[src/rtl/fetch_unit.sv]
// fetch_unit: instruction fetch sequencer feeding the instruction register.
// Holds the PC, runs a single-word rd/ack read against instruction memory,
// then pulses rec = 2'b10 for one cycle so the IR latches ir_data.
// Optional feature macro: FETCH_TIMEOUT_EN (REQ wait counter, abort and sticky fault).
module fetch_unit #(
   parameter int ADDR_W  = 16,
   parameter int TIMEOUT = 15
) (
   input  logic              clk,
   input  logic              reset,
   input  logic              start,
   input  logic              pc_load,
   input  logic [ADDR_W-1:0] pc_in,
   output logic              mem_rd,
   output logic [ADDR_W-1:0] mem_addr,
   input  logic              mem_ack,
   input  logic [15:0]       mem_rdata,
   output logic [15:0]       ir_data,
   output logic [1:0]        rec,
   output logic [ADDR_W-1:0] pc,
   output logic              busy,
   output logic              fault
);

   typedef enum logic [1:0] {IDLE, REQ, LOAD} state_t;

   state_t            state_q, state_d;
   logic [ADDR_W-1:0] pc_q, pc_d;
   logic [ADDR_W-1:0] mem_addr_q, mem_addr_d;
   logic              mem_rd_q, mem_rd_d;
   logic [15:0]       ir_data_q, ir_data_d;
   logic [1:0]        rec_q, rec_d;
   logic              busy_q, busy_d;
   logic              pend_vld_q, pend_vld_d;
   logic [ADDR_W-1:0] pend_pc_q, pend_pc_d;
`ifdef FETCH_TIMEOUT_EN
   // The abort fires on the REQ edge that would make the wait count reach TIMEOUT
   localparam logic [7:0] WaitLast = 8'(TIMEOUT - 1);
   logic [7:0]        wait_q, wait_d;
   logic              fault_q, fault_d;
`endif

   // Next-state and output computation; every register holds unless a state acts on it
   always_comb begin
      state_d    = state_q;
      pc_d       = pc_q;
      mem_addr_d = mem_addr_q;
      mem_rd_d   = mem_rd_q;
      ir_data_d  = ir_data_q;
      rec_d      = 2'b00;
      pend_vld_d = pend_vld_q;
      pend_pc_d  = pend_pc_q;
`ifdef FETCH_TIMEOUT_EN
      wait_d     = wait_q;
      fault_d    = fault_q;
`endif
      case (state_q)
         IDLE: begin
            if (pc_load) pc_d = pc_in;
            if (start) begin
               mem_addr_d = pc_load ? pc_in : pc_q;
               mem_rd_d   = 1'b1;
               state_d    = REQ;
`ifdef FETCH_TIMEOUT_EN
               wait_d     = 8'd0;
               fault_d    = 1'b0;
`endif
            end
         end
         REQ: begin
            if (pc_load) begin
               pend_vld_d = 1'b1;
               pend_pc_d  = pc_in;
            end
            if (mem_ack) begin
               ir_data_d = mem_rdata;
               rec_d     = 2'b10;
               mem_rd_d  = 1'b0;
               pc_d      = pc_q + ADDR_W'(1);
               state_d   = LOAD;
            end
`ifdef FETCH_TIMEOUT_EN
            else if (wait_q == WaitLast) begin
               mem_rd_d   = 1'b0;
               fault_d    = 1'b1;
               state_d    = IDLE;
               if (pc_load)         pc_d = pc_in;
               else if (pend_vld_q) pc_d = pend_pc_q;
               pend_vld_d = 1'b0;
            end else begin
               wait_d = wait_q + 8'd1;
            end
`endif
         end
         LOAD: begin
            if (pc_load)         pc_d = pc_in;
            else if (pend_vld_q) pc_d = pend_pc_q;
            pend_vld_d = 1'b0;
            state_d    = IDLE;
         end
         default: state_d = IDLE;
      endcase
      busy_d = (state_d != IDLE);
   end

   // State and output registers, cleared asynchronously by the active-low reset
   always_ff @(posedge clk or negedge reset) begin
      if (!reset) begin
         state_q    <= IDLE;
         pc_q       <= '0;
         mem_addr_q <= '0;
         mem_rd_q   <= 1'b0;
         ir_data_q  <= 16'h0000;
         rec_q      <= 2'b00;
         busy_q     <= 1'b0;
         pend_vld_q <= 1'b0;
         pend_pc_q  <= '0;
`ifdef FETCH_TIMEOUT_EN
         wait_q     <= 8'd0;
         fault_q    <= 1'b0;
`endif
      end else begin
         state_q    <= state_d;
         pc_q       <= pc_d;
         mem_addr_q <= mem_addr_d;
         mem_rd_q   <= mem_rd_d;
         ir_data_q  <= ir_data_d;
         rec_q      <= rec_d;
         busy_q     <= busy_d;
         pend_vld_q <= pend_vld_d;
         pend_pc_q  <= pend_pc_d;
`ifdef FETCH_TIMEOUT_EN
         wait_q     <= wait_d;
         fault_q    <= fault_d;
`endif
      end
   end

   assign pc       = pc_q;
   assign mem_addr = mem_addr_q;
   assign mem_rd   = mem_rd_q;
   assign ir_data  = ir_data_q;
   assign rec      = rec_q;
   assign busy     = busy_q;
`ifdef FETCH_TIMEOUT_EN
   assign fault    = fault_q;
`else
   assign fault    = 1'b0;
`endif

endmodule
[config.mk]
export PLATFORM = sky130hd
export DESIGN_NAME = fetch_unit
export DESIGN_NICKNAME = d
export VERILOG_FILES = /design/src/rtl/fetch_unit.sv
export SDC_FILE = /design/constraint.sdc
export NUM_CORES = 1
export LEC_CHECK = 0
export CAP_MARGIN = 20
export CORE_MARGIN = 2
export CORE_UTILIZATION = 37
export DETAILED_ROUTE_END_ITERATION = 6
export SYNTH_ARGS = -nofsm -noshare
export SYNTH_HDL_FRONTEND = slang
export SYNTH_SLANG_ARGS = --single-unit
export TNS_END_PERCENT = 20
[constraint.sdc]
create_clock -name clk -period 1.8 [get_ports clk]
set_input_delay 0.45 -clock clk [delete_from_list [all_inputs] [get_ports clk]]
set_output_delay 0.45 -clock clk [all_outputs]
set_load 0.05 [all_outputs]
==> results of run 1 <==
layer usage:
layer,wire length [um],global-route usage
met1,5050,0.280
met2,5670,0.335
met3,521,0.0340
met4,124,0.0575
met5,0,0
Yosys cell counts, drive strengths merged, types with 5 or more instances:
library cell | instances | area [um2]
dfrtp | 70 | 1750
nand2b | 5 | 31.3
ha | 5 | 62.6
a41oi | 5 | 43.8
a211oi | 7 | 52.6
o21ai | 39 | 195
and4 | 5 | 43.8
nor2b | 5 | 38.8
nor4 | 6 | 37.5
clkbuf | 13 | 50.0
nand4 | 7 | 43.8
nor2 | 19 | 71.3
and3 | 5 | 31.3
nand3 | 5 | 25.0
mux2i | 19 | 190
buf | 18 | 118
nand2 | 40 | 150
inv | 13 | 48.8
mux2 | 37 | 417
a21oi | 10 | 50.1
logic make-up after synthesis:
kind of cell,share of synthesized area
simple gates,0.156
compound gates,0.164
flops,0.450
mux,0.156
buf+inv,0.0556
fa+ha+maj,0.0161
other cells,0.000962
xor+xnor,0.00225
cell usage in the layout (no fill, tap or decap), types with 6 or more instances in the layout:
cell             instances
buf_4                   91
dfrtp_1                 66
nand2_1                 40
o21ai_0                 37
mux2_2                  37
clkdlybuf4s50_1         34
mux2i_1                 19
buf_12                  19
nor2_1                  17
inv_1                   10
clkbuf_8                 9
nand4_1                  7
a21oi_1                  7
buf_6                    7
a211oi_1                 6
critical path, stage by stage (launching register included):
cell,delay (ns)
dfrtp_1,0.38
inv_2,0.06
buf_4,0.14
ha_4,0.30
buf_4,0.20
nor2b_1,0.06
a211oi_1,0.26
o32ai_1,0.12
a22o_1,0.25
state kept, by name, indices dropped and copies added, names as in the netlist, 2 cells and up:
| signal | flops |
|---|---|
| mem_addr | 16 |
| state_q | 2 |
| pend_pc_q | 16 |
| pc | 16 |
| ir_data | 16 |
where the power goes:
| part | leakage (nW) | switching, mW | internal [mW] | total (mW) |
|---|---|---|---|---|
| registers | 0.836 | 0.530 | 2.37 | 2.90 |
| logic | 1.62 | 4.63 | 3.48 | 8.11 |
| clock network | 0.0891 | 0.654 | 0.647 | 1.30 |
worst max-delay path by stage:
stage,start,endpoint,cells past startpoint
3_3_place_gp,mem_ack,pc[4]$_DFFE_PN0P_,5
6_report,state_q[1]$_DFF_PN0_,pc[5]$_DFFE_PN0P_,8
4_1_cts,state_q[1]$_DFF_PN0_,pc[10]$_DFFE_PN0P_,6
5_1_grt,state_q[1]$_DFF_PN0_,pc[7]$_DFFE_PN0P_,6
3_5_place_dp,mem_ack,pc[4]$_DFFE_PN0P_,5
2_1_floorplan,state_q[1]$_DFF_PN0_,pc[10]$_DFFE_PN0P_,9
metrics by stage:
step                      total power [mW]  instance area (um2)  instances
after floorplan                       7.60                 3930        387
after global placement                10.5                 5360        643
after detailed placement              10.7                 5360        643
after CTS                             12.2                 5650        662
after global routing                  13.0                 5720        662
final                                 12.3                 5720        662
timing repair:
| item | 4_1_cts | 5_1_grt |
|---|---|---|
| cloned | 1 | 0 |
| endpoints found under the hold margin | 0 | 0 |
| gates resized for setup | 13 | 17 |
| buffers inserted | 2 | 1 |
| endpoints found under the setup margin | 15 | 16 |
| pin swaps | 7 | 13 |
area by class of cell:
| cell class | count | share of cell area |
|---|---|---|
| Sequential cell | 70 | 0.307 |
| Clock buffer | 10 | 0.0223 |
| Clock inverter | 6 | 0.0122 |
| Multi-Input combinational cell | 274 | 0.359 |
| Timing Repair Buffer | 153 | 0.261 |
| Inverter | 13 | 0.00853 |
| Tap cell | 136 | 0.0297 |
==> metrics.txt, run 1 <==
number of CTS-inserted buffers=9; worst reg2reg path endpoint=pc[5]$_DFFE_PN0P_; setup ws final=-0.0909 ns; Hold Buf Count CTS=0; Tcrit/Tclk final=1.05; area of the core=10,300 um2; final hold violations=0; largest net degree at the start of global routing=71; critical path class=reg2reg; pwr dens=2150 nW/um2; Routed Antenna Nets=0; ANT cells=0; CTS tree=done; Rows=37; Worst Path Required=2.04 ns; layout cells sized above 1=0.388; I/O Buffers=87; Netlist cell types=58; clock root cell=clkbuf_8; setup tns final=-0.728 ns; max-slew violations=0; area of the multi-input gates=2050 um2; Async S/R FF share, synth=1.00; post-DR wirelength/cell=17.2 um; sequential share of the synthesized area=0.450; Min Clock Period, post-route=1.89 ns; H-Tree Depth=3; area grow syn2layout=46.8%; Register-to-Register Path Depth=8; clk_lat worst skew=0.35 ns; Data arrival, critical path=2.14 ns; Peak VDD IR=933 uV; Max Clock Skew=0.0123 ns; IO Pins=90; pre-CTS worst setup slack=-0.308 ns; Crit. End Element=register; post-layout util=0.557; Max clock buf depth=2; Synth warnings=0; hold_ws=0.120 ns; Starting Density=0.379; final count of negative-setup-slack endpoints=14; detailed router's first-iteration violation count=217; Reg2Reg Setup Slack=-0.09 ns; Die ar.=11,400 um2; Avg Synthesized Cell Area=10.1 um2; via count=3,533; WL final=11.4 mm; detailed placement HPWL=8.08 mm; clk sinks=70; status=finished with violations; CP max FO=10; Max Cap Viol=0; GP Congestion=0.848; first-pass GRT wire length=18.2 mm; GRT Total Usage=0.205; GRT overflow=0; f_max=529 MHz; Reg clk slew, reported paths=0.08 ns; Post-synth EDFFs=0; HP Class=in2async; leakage power=2.54 nW; vias in the first global route=3,547; Post-Syn Area=3900 um2; antenna violations before repair=0; Cells after Synth=386; worst r2r src=state_q[1]$_DFF_PN0_; Yosys reg bits=70; die width=107 um; DRC=0; Most used DFF post-synth=dfrtp_1; Die H=107 um; setup repair after global routing missed its margin=yes; DR pass1 iterations=4; Vias/cell=5.34; Total Nets Final=563; Fill cells=926; failing checks=negative setup slack; Seq. cell area=1760 um2; crit path launch type=register
(Power assumes the default switching activity.)
==> inputs of run 2 (changes only) <==
--- a/config.mk
+++ b/config.mk
@@ -9,7 +9,8 @@
 export CORE_MARGIN = 2
 export CORE_UTILIZATION = 37
 export DETAILED_ROUTE_END_ITERATION = 6
+export HOLD_SLACK_MARGIN = 0.03
+export SLEW_MARGIN = 20
 export SYNTH_ARGS = -nofsm -noshare
 export SYNTH_HDL_FRONTEND = slang
 export SYNTH_SLANG_ARGS = --single-unit
-export TNS_END_PERCENT = 20
==> metrics.txt, run 2 (synthesis results as in run 1) <==
setup tns final=-0.615 ns (+0.113 ns); largest net degree at the start of global routing=71 (unchanged); number of CTS-inserted buffers=9 (unchanged); hold_ws=0.0988 ns (-0.0209 ns); layout cells sized above 1=0.415 (+0.0269); vias in the first global route=3,567 (+0.56%); worst path bufs/invs=2 (-1); post-DR wirelength/cell=16.7 um (-2.6%); pre-CTS worst setup slack=-0.305 ns (+0.00254 ns); Crit. End Element=register; Clk pwr share=0.106 (about the same); crit-path leading delay family=simple AND/OR/NAND/NOR gates; worst r2r src=state_q[1]$_DFF_PN0_; failing checks=negative setup slack; worst reg2reg path endpoint=pc[8]$_DFFE_PN0P_; antenna violations before repair=0 (unchanged); CTS tree=done; final hold violations=0 (unchanged); WL final=11.1 mm (-2.3%); Seq pwr share=0.234 (-0.002); Slowest-stage cell, CP=or4_4; Routed Antenna Nets=0 (unchanged); critical path, cell by cell=ha_4 > nor3b_4 > buf_4 > or4_4 > buf_6 > a21oi_2 > a21oi_2; die width=107 um (unchanged); sw frac=0.470 (-0.00236); Register-to-Register Path Depth=7 (-1); Min Clock Period, post-route=1.93 ns (+0.0410 ns); Starting Density=0.379 (unchanged); Combinational Power Share=0.660 (about the same); Worst Path Required=2.04 ns (about the same); HP Class=in2async; DRC=0 (unchanged); first-pass GRT wire length=18.2 mm (+0.11%); detailed router's first-iteration violation count=137 (-37%); IO Pins=90 (unchanged); H-Tree Depth=3 (unchanged); placed cell count=637 (-0.93%); status=finished with violations; clk sinks=70 (unchanged); pwr dens=2140 nW/um2 (-0.85%); area of the core=10,300 um2 (unchanged); detailed placement HPWL=7.84 mm (-3.0%); GRT overflow=0 (unchanged); f_max=518 MHz (-2.1%); Total Nets Final=565 (+0.36%); I/O Buffers=87 (unchanged); non-filler instance count after layout=664 (+0.30%); DR pass1 iterations=4 (unchanged); CP max FO=6 (-4); Die ar.=11,400 um2 (unchanged); leakage power=2.58 nW (+1.3%); clock root cell=clkbuf_8; Die H=107 um (unchanged); setup repair after global routing missed its margin=yes; most frequent cells in the layout=buf_4, dfrtp_1, nand2_1; setup ws final=-0.132 ns (-0.0410 ns); internal power=6.54 mW (+0.62%); clk_lat worst skew=0.36 ns (about the same); Vias/cell=5.29 (-0.92%); area grow syn2layout=48.3%; cell repeated most along the worst path=a21oi_2; Max clock buf depth=2 (unchanged); Data arrival, critical path=2.17 ns (+0.03 ns); Max Clock Skew=0.00820 ns (-0.00406 ns); Peak VDD IR=800 uV (-14%); Max stage delay on crit path=0.58 ns (+0.20 ns); critical path class=reg2reg; GP Congestion=0.892 (+5.2%); GRT Total Usage=0.203 (-0.00111); via count=3,511 (-0.62%); Max Cap Viol=0 (unchanged); Tcrit/Tclk final=1.07 (+0.0228); Rows=37 (unchanged); most common cell after layout, fill and taps aside=buf_4; crit path launch type=register; max-slew violations=0 (unchanged); Reg clk slew, reported paths=0.08 ns (about the same); Net Switching=5.80 mW (-0.33%); final count of negative-setup-slack endpoints=9 (-5); Reg2Reg Setup Slack=-0.13 ns (-0.04 ns); ANT cells=0 (unchanged)
## run 2: changes by cell type in the layout (fill, tap and decap cells not counted), sizes merged
cell,before,now
buf,119,122
clkinv,1,4
clkinvlp,3,1
inv,14,13
or3,2,1
## run 2: layer usage
layer | GRT usage | routed length [um] | vias to the layer above
li1 | - | - | 1684
met1 | 0.285 | 5010 | 1699
met2 | 0.310 | 5270 | 110
met3 | 0.0316 | 618 | 18
met4 | 0.0928 | 204 | 0
met5 | 0 | 0 | -
## run 2: power by group through the flow
| stage | Sequential [mW] | Clock (mW) | Combinational [mW] |
|---|---|---|---|
| 3_5_place_dp | 2.89 | 0 | 7.62 |
| 3_3_place_gp | 2.87 | 0 | 7.52 |
| 4_1_cts | 2.88 | 1.34 | 7.97 |
| 6_report | 2.88 | 1.31 | 8.15 |
| 2_1_floorplan | 4.86 | 0 | 2.79 |
| 5_1_grt | 2.99 | 1.40 | 8.69 |
## run 2: worst max path at each step
stage,from,to,slack (ns),cells past startpoint
after floorplan,state_q[1]$_DFF_PN0_,pc[10]$_DFFE_PN0P_,-0.12,9
after global placement,mem_ack,pc[7]$_DFFE_PN0P_,-0.26,5
after detailed placement,mem_ack,pc[7]$_DFFE_PN0P_,-0.31,5
after CTS,state_q[1]$_DFF_PN0_,pc[10]$_DFFE_PN0P_,-0.14,6
after global routing,state_q[1]$_DFF_PN0_,pc[10]$_DFFE_PN0P_,-0.19,6
final,state_q[1]$_DFF_PN0_,pc[8]$_DFFE_PN0P_,-0.13,7
## run 2: final cells by class
type | count | area (um2)
tap | 136 | 170
timing repair buffer | 156 | 1510
clock inverter | 6 | 61.3
multi-input combinational | 273 | 2090
sequential | 70 | 1760
fill | 932 | 4500
inverter | 13 | 48.8
clock buffer | 10 | 138
## run 2: per-stage QoR
stage,total power [mW],instance area (um2),util
final,12.3,5780,0.562
after global routing,13.1,5780,0.562
after CTS,12.2,5700,0.555
after detailed placement,10.5,5330,0.519
after global placement,10.4,5330,0.519
after floorplan,7.64,3950,-
## run 2: timing repair
| action | in CTS | in global routing |
|---|---|---|
| hold buffers | 0 | 0 |
| setup endpoints to repair | 44 | 16 |
| buffers inserted | 11 | 2 |
| gates cloned | 0 | 0 |
| gates resized for setup | 29 | 17 |
| pin swaps | 12 | 7 |
